## src/rtl/calc_op_sequencer.sv

```systemverilog
// calc_op_sequencer: control FSM for the switch calculator datapath.
// Steps through operand A capture, operand B capture, operation select,
// an ALU run with a start/done handshake and timeout, and a result display
// state. It also steers the display mux automatically on each transition.
// Every output comes straight from a flop.
module calc_op_sequencer #(
    parameter int TIMEOUT = 64
) (
    input  logic       clk,
    input  logic       rst_n,
    input  logic       enter_p,
    input  logic       op_p,
    input  logic       disp_p,
    input  logic       alu_done,
    output logic       load_a,
    output logic       load_b,
    output logic [1:0] alu_sel,
    output logic       alu_start,
    output logic       result_load,
    output logic [1:0] disp_sel,
    output logic       busy,
    output logic       err,
    output logic [2:0] state
);

    localparam int              CW       = (TIMEOUT > 2) ? $clog2(TIMEOUT) : 1;
    localparam logic [CW-1:0]   CNT_LAST = CW'(TIMEOUT - 1);

    typedef enum logic [2:0] {
        GET_A  = 3'b000,
        GET_B  = 3'b001,
        SEL_OP = 3'b010,
        RUN    = 3'b011,
        SHOW   = 3'b100
    } state_t;

    localparam logic [1:0] SEL_CLEAR = 2'b00;
    localparam logic [1:0] SEL_ADD   = 2'b01;
    localparam logic [1:0] DISP_ZERO = 2'b00;
    localparam logic [1:0] DISP_A    = 2'b01;
    localparam logic [1:0] DISP_B    = 2'b10;
    localparam logic [1:0] DISP_RES  = 2'b11;

    state_t        st_q, st_d;
    logic [CW-1:0] cnt_q, cnt_d;
    logic          load_a_d, load_b_d, alu_start_d, result_load_d;
    logic          busy_d, err_d;
    logic [1:0]    alu_sel_d, disp_sel_d;

    // State, counter and all registered outputs
    always_ff @(posedge clk or negedge rst_n) begin
        if (!rst_n) begin
            st_q        <= GET_A;
            cnt_q       <= '0;
            load_a      <= 1'b0;
            load_b      <= 1'b0;
            alu_start   <= 1'b0;
            result_load <= 1'b0;
            busy        <= 1'b0;
            err         <= 1'b0;
            alu_sel     <= SEL_ADD;
            disp_sel    <= DISP_ZERO;
        end else begin
            st_q        <= st_d;
            cnt_q       <= cnt_d;
            load_a      <= load_a_d;
            load_b      <= load_b_d;
            alu_start   <= alu_start_d;
            result_load <= result_load_d;
            busy        <= busy_d;
            err         <= err_d;
            alu_sel     <= alu_sel_d;
            disp_sel    <= disp_sel_d;
        end
    end

    // Next state and next output values
    always_comb begin
        st_d          = st_q;
        cnt_d         = cnt_q;
        load_a_d      = 1'b0;
        load_b_d      = 1'b0;
        alu_start_d   = 1'b0;
        result_load_d = 1'b0;
        err_d         = err;
        alu_sel_d     = alu_sel;
        disp_sel_d    = disp_sel;

        // Manual display stepping; the per-state automatic writes below
        // come later, so they take priority over a coincident disp_p.
        if (st_q != RUN && disp_p) begin
            disp_sel_d = disp_sel + 2'd1;
        end

        case (st_q)
            GET_A: begin
                if (enter_p) begin
                    load_a_d   = 1'b1;
                    disp_sel_d = DISP_A;
                    st_d       = GET_B;
                end
            end
            GET_B: begin
                if (enter_p) begin
                    load_b_d   = 1'b1;
                    disp_sel_d = DISP_B;
                    st_d       = SEL_OP;
                end
            end
            SEL_OP: begin
                if (enter_p) begin
                    if (alu_sel == SEL_CLEAR) begin
                        // Clear needs no ALU cycles; latch the result now.
                        result_load_d = 1'b1;
                        disp_sel_d    = DISP_RES;
                        st_d          = SHOW;
                    end else begin
                        alu_start_d = 1'b1;
                        cnt_d       = '0;
                        st_d        = RUN;
                    end
                end else if (op_p) begin
                    alu_sel_d = alu_sel + 2'd1;
                end
            end
            RUN: begin
                if (alu_done) begin
                    result_load_d = 1'b1;
                    disp_sel_d    = DISP_RES;
                    cnt_d         = '0;
                    st_d          = SHOW;
                end else if (cnt_q == CNT_LAST) begin
                    err_d      = 1'b1;
                    disp_sel_d = DISP_RES;
                    cnt_d      = '0;
                    st_d       = SHOW;
                end else if (cnt_q != '1) begin
                    cnt_d = cnt_q + CW'(1);
                end
            end
            SHOW: begin
                if (enter_p) begin
                    err_d      = 1'b0;
                    disp_sel_d = DISP_ZERO;
                    st_d       = GET_A;
                end
            end
            default: begin
                st_d  = GET_A;
                cnt_d = '0;
            end
        endcase

        busy_d = (st_d == RUN);
    end

    assign state = st_q;

endmodule

```

## config.mk

```make
export PLATFORM = sky130hd
export DESIGN_NAME = calc_op_sequencer
export DESIGN_NICKNAME = d
export VERILOG_FILES = /design/src/rtl/calc_op_sequencer.sv
export SDC_FILE = /design/constraint.sdc
export NUM_CORES = 1
export LEC_CHECK = 0
export CAP_MARGIN = 20
export CELL_PAD_IN_SITES_DETAIL_PLACEMENT = 0
export CELL_PAD_IN_SITES_GLOBAL_PLACEMENT = 1
export CORE_ASPECT_RATIO = 1.25
export CORE_MARGIN = 2
export CORE_UTILIZATION = 39
export CTS_CLUSTER_DIAMETER = 120
export DETAILED_ROUTE_END_ITERATION = 16
export GPL_TIMING_DRIVEN = 1
export PLACE_DENSITY_LB_ADDON = 0.12
export SLEW_MARGIN = 40
export SYNTH_ARGS = -nofsm -noshare
export SYNTH_HDL_FRONTEND = slang
export SYNTH_SLANG_ARGS = --single-unit
```

## constraint.sdc

```tcl
create_clock -name clk -period 2.06 [get_ports clk]
set_input_delay 0.515 -clock clk [delete_from_list [all_inputs] [get_ports clk]]
set_output_delay 0.515 -clock clk [all_outputs]
set_load 0.02 [all_outputs]
```

; After elaboration in Yosys (flattened, before gate mapping)
; Index checks and enable logic that the tools add are counted.
[totals]
out_inout_bits = 13
inputBits = 6
ff_bits = 19
word_cells = 74
[op_classes]
n_reduce_logical = 8
n_eq_ne = 14
mux = 37
bitwise = 2
add_sub_neg = 3
[op_table]
columns = cell, count
row1 = two-way mux 6 bit, 5
row2 = two-way mux 3 bit, 7
row3 = case mux 6 bit (3 select lines), 1
row4 = two-way mux 2 bit, 8
row5 = case mux 3 bit (5 select lines), 1
row6 = two-way mux 1 bit, 12
row7 = != test 2 bit (second input constant), 5
row8 = case mux 2 bit (5 select lines), 1
row9 = == test 3 x 2 -> 1 bit (second input constant), 3
row10 = AND reduction 4 bit, 2
row11 = adder 6 x 1 -> 6 bit (second input constant), 1
row12 = == test 6 bit (second input constant), 1
row13 = != test 6 bit (second input constant), 1
row14 = adder 2 x 1 -> 2 bit (second input constant), 2
row15 = != test 4 bit (second input constant), 1
row16 = case mux 1 bit (2 select lines), 2
row17 = == test 3 x 1 -> 1 bit (second input constant), 1
row18 = == test 3 bit (second input constant), 1
row19 = logical NOT 3 bit, 1
row20 = != test 3 x 2 -> 1 bit (second input constant), 1
row21 = AND reduction 3 bit, 1
row22 = OR reduction 3 bit, 1
row23 = logical NOT 2 bit, 1
row24 = NOT 1 bit, 2
row25 = 2 further kinds, 2

; Logic depth before layout (Yosys ltp)
; Gate-level depths: netlist (run 1).
[depth]
word_depth = 6
mapped_depth = 6
ltp_nobuf = 6

; Worst setup path after synthesis (run 1)
; Ideal clock, no wire load.
[synth_timing]
path_type = reg-to-reg
start = reg alu_sel[0]
end = reg cnt_q[3]
path_buffers = 0
required_time_ns = 1.942
setup_ns = 0.118
path_slack_ns = 0.437
synth_period_minus_slack_ns = 1.623
path_stages_with_launch = 7
t_arrival_ns = 1.505
cell_sequence = dfstp_2 -> inv_1 -> ha_1 -> nor2b_1 -> o31ai_4 -> o21bai_2 -> a21o_1
[synth_between]
elab_chain_cells = 3
[synth_lines]
columns = element, line
row1 = start: declaration, 17  ; output logic [1:0] alu_sel,
row2 = start signal: assignment, 72  ; alu_sel <= alu_sel_d;
row3 = logical NOT 2 bit, 112  ; if (alu_sel == SEL_CLEAR) begin
row4 = != test 2 bit (no source line), -
row5 = AND reduction 4 bit (no source line), -
row6 = end signal: assignment, 65  ; cnt_q <= cnt_d;
row7 = end: declaration, 45  ; logic [CW-1:0] cnt_q, cnt_d;
; Every way passes these cells.
; A chain may end at the register's enable or synchronous reset.

; Worst setup path in the final report (run 1)
[layout_timing]
start = reg alu_sel[0]
end = out alu_sel[0]
; No word-level cell between the ends.

==> impl_metrics.csv, run 1 <==
group,metric,value,unit
run_status,outcome,"completed",
drt,drc,0,
yosys,synth_top_area_frac,0.414,
sta,setup_viol,0,
drt,num_vias,856,
finish,drive_gt1_frac,0.146,
yosys,avgSynthCellArea,10.1,µm²
worst_hold_path,hold_start,"cnt_q[2]",
clock_network,cts_resized,0,
placement,io_buffers,18,
clock_network,clk_pin_slew,0.11,ns
setup_path,start_kind,"register",
grt,grt_util_all_layers,0.161,
placement,gp_congestion,0.725,
setup_path,rrSetupSlack,0.39,ns
setup_path,arrival,1.43,ns
yosys,async_reset_ff_frac,1.00,
drt,wl_per_cell,13.8,µm
grt,grt_max_degree,20,
sta,fin_crit,1.94,ns
sta,final.setup_skew,0.00278,ns
setup_path,path_buf_inv,1,
yosys,synth-main-ff-cell,"dfrtp_1",
yosys,synthesis.area,1090,µm²
yosys,synth.distinct_cells,42,
drt,avgViaCountPerCell,5.22,
power,p_int,1.03,mW
finish,stdcell_area,1340,µm²
setup_path,path_delay_family,"buffers and inverters",
power,power.density,1320,nW/µm²
setup_path,crit_chain,"clkdlybuf4s50_1",
finish,n_antenna_cell,0,
setup_path,cp_slowest_cell,"clkdlybuf4s50_1",
power,power,1.77,mW
sta,holdWs,0.514,ns
grt,grt_pass1_vias,897,
yosys,yosysTopAreaCell,"dfrtp_1",
grt,antenna_found_initial,0,
clock_network,cts_setup_buffers,0,
power,p_sw_frac,0.422,
floorplan,start_util,0.406,
yosys,yosysWarnings,0,
placement,dpl-instance-area,1310,µm²
yosys,synth_most_common_cell,"dfrtp_1",
floorplan,io_pins,19,
drt,wirelength,2.26,mm
sta,slew_viol_final,0,
setup_path,crit_type,"register to output pin",
yosys,ys_ff_latch,19,
floorplan,die_h,63.0,µm
yosys,synth_edf_count,0,
finish,nets,139,
power,clkPwrFrac,0.105,
setup_path,worst-path-max-fanout,2,
setup_path,required,1.54,ns
floorplan,die_area,3230,µm²
yosys,synth-seq-area-share,0.438,
yosys,synth_common_cells,"dfrtp_1 (18), nand2_1 (10), o21ai_1 (9), a21oi_1 (6)",
power,irDropWorstVdd,0.660,mV
setup_path,timing.rr.end,"cnt_q[5]",
drt,antenna_left,0,
power,leakage,0.572,nW
sta,rsz0062_at_grt,"false",
clock_network,cts_tree,"done",
clock_network,htree_levels,1,
setup_path,rr_worst_depth,6,
clock_network,insertion_delay,0.29,ns
setup_path,critPathCaptureType,"output pin",
sta,period_share,0.944,
clock_network,cts_hold_buffers,0,
placement,dp_hpwl,1.67,mm
power,seq_power_share,0.317,
worst_hold_path,hold_path.class,"register to register",
floorplan,rows,21,
grt,gr-total-overflow,0,
clock_network,clock-sinks,19,
yosys,syn_nets,116,
sta,fmax,514,MHz
sta,timing.slew.headroom,0.793,
worst_hold_path,hold_depth,1,
finish,fillers,274,
finish,postLayoutCoreUtil,0.500,
clock_network,cts_buffers,3,
yosys,synth_cells,108,
clock_network,clk_path_buf_depth,2,
setup_path,r2r_start,"alu_sel[0]",
run,max-cap-violations,0,
power,pwr-share-comb,0.579,
floorplan,core_area,2680,µm²
grt,grt_pass1_wl,4.02,mm
clock_network,cts_root_buf,"clkbuf_4",
finish,syn_to_final_growth,23.2,%
power,netSwitchingPower,0.747,mW
worst_hold_path,min_to,"cnt_q[2]",
sta,tightest_slew,0.311,ns
sta,tns,0,ns
floorplan,die_x,51.2,µm
drt,firstDrtPassIters,4,
drt,drtIter0Drc,24,
setup_path,cpPeakStageDelay,0.60,ns
yosys,yosys-top-cells-area,"dfrtp_1 (41%), o21ai_1 (4.1%), nand2_1 (3.5%)",
sta,finalHoldViolCount,0,
-- worst max path at each step --
stage                 endpoint  startpoint  slack (ns)  depth (start not counted)
floorplan             cnt_q[3]  alu_sel[0]        0.44                          6
global placement      cnt_q[5]     enter_p        0.13                          5
detailed placement    cnt_q[5]     enter_p        0.09                          5
CTS                 alu_sel[0]  alu_sel[0]         0.1                          1
global route        alu_sel[0]  alu_sel[0]        0.06                          1
finish              alu_sel[0]  alu_sel[0]        0.12                          1
-- power by group through the flow --
stage	sequential (mW)	combinational, mW	clock (mW)
floorplan	0.696	0.567	0
detailed placement	0.567	1.03	0
finish	0.561	1.03	0.185
global placement	0.566	1.02	0
CTS	0.564	1.03	0.195
global route	0.579	1.13	0.210
-- logic make-up (layout without fill, tap and decap cells) --
family          count (synthesis)  count (layout)  synth area share
fa+ha+maj                       2               2            0.0230
compound gates                 33              33             0.220
buf+inv                         9              31            0.0460
xor+xnor                        2               2            0.0161
simple gates                   43              43             0.257
flops                          19              19             0.438
-- routing by layer --
layer	up-vias	share of wire	track usage
li1	428	-	-
met2	12	0.50	0.260
met1	414	0.47	0.215
met3	2	0.026	0.0239
met5	-	0	0
met4	0	0.0088	0.0625
-- metrics by stage --
stage / setup WS, ns / std cells
6_report: 0.116 / 164
4_1_cts: 0.0965 / 164
3_3_place_gp: 0.131 / 160
2_1_floorplan: 0.437 / 108
3_5_place_dp: 0.0933 / 160
5_1_grt: 0.0641 / 164
-- placed cells by master (no fill, tap or decap), types with 3 or more instances in the layout --
cell type	n
inv_1	4
nor3_1	3
dfrtp_1	18
and3_1	3
nand2_1	10
nor2_1	5
clkdlybuf4s50_1	18
a21o_1	3
o21ai_1	9
nand2b_1	4
buf_4	5
clkbuf_4	3
nor2b_1	5
a21oi_1	6
-- area by class of cell --
type,instances,area (µm²),area share
timing repair buffer,23,218,0.162
tap,34,42.5,0.0317
inverter,4,15.0,0.0112
clock buffer,3,22.5,0.0168
clock inverter,1,5.00,0.00373
multi-input combinational,80,561,0.418
sequential,19,477,0.356
-- sequential cells by signal, summed over array words and instances (netlist names) --
name and cells:
disp_sel 2, alu_sel 2, alu_start 1, load_b 1, load_a 1, result_load 1, err 1, state 3
cnt_q 6, busy 1
(Power assumes the default switching activity.)
==> inputs of run 2 (changes only) <==
Settings changed: CTS_CLUSTER_DIAMETER 120 to 100.
==> results of run 2 <==
Same layout as run 1: the final DEF is identical, and so are final timing and power.
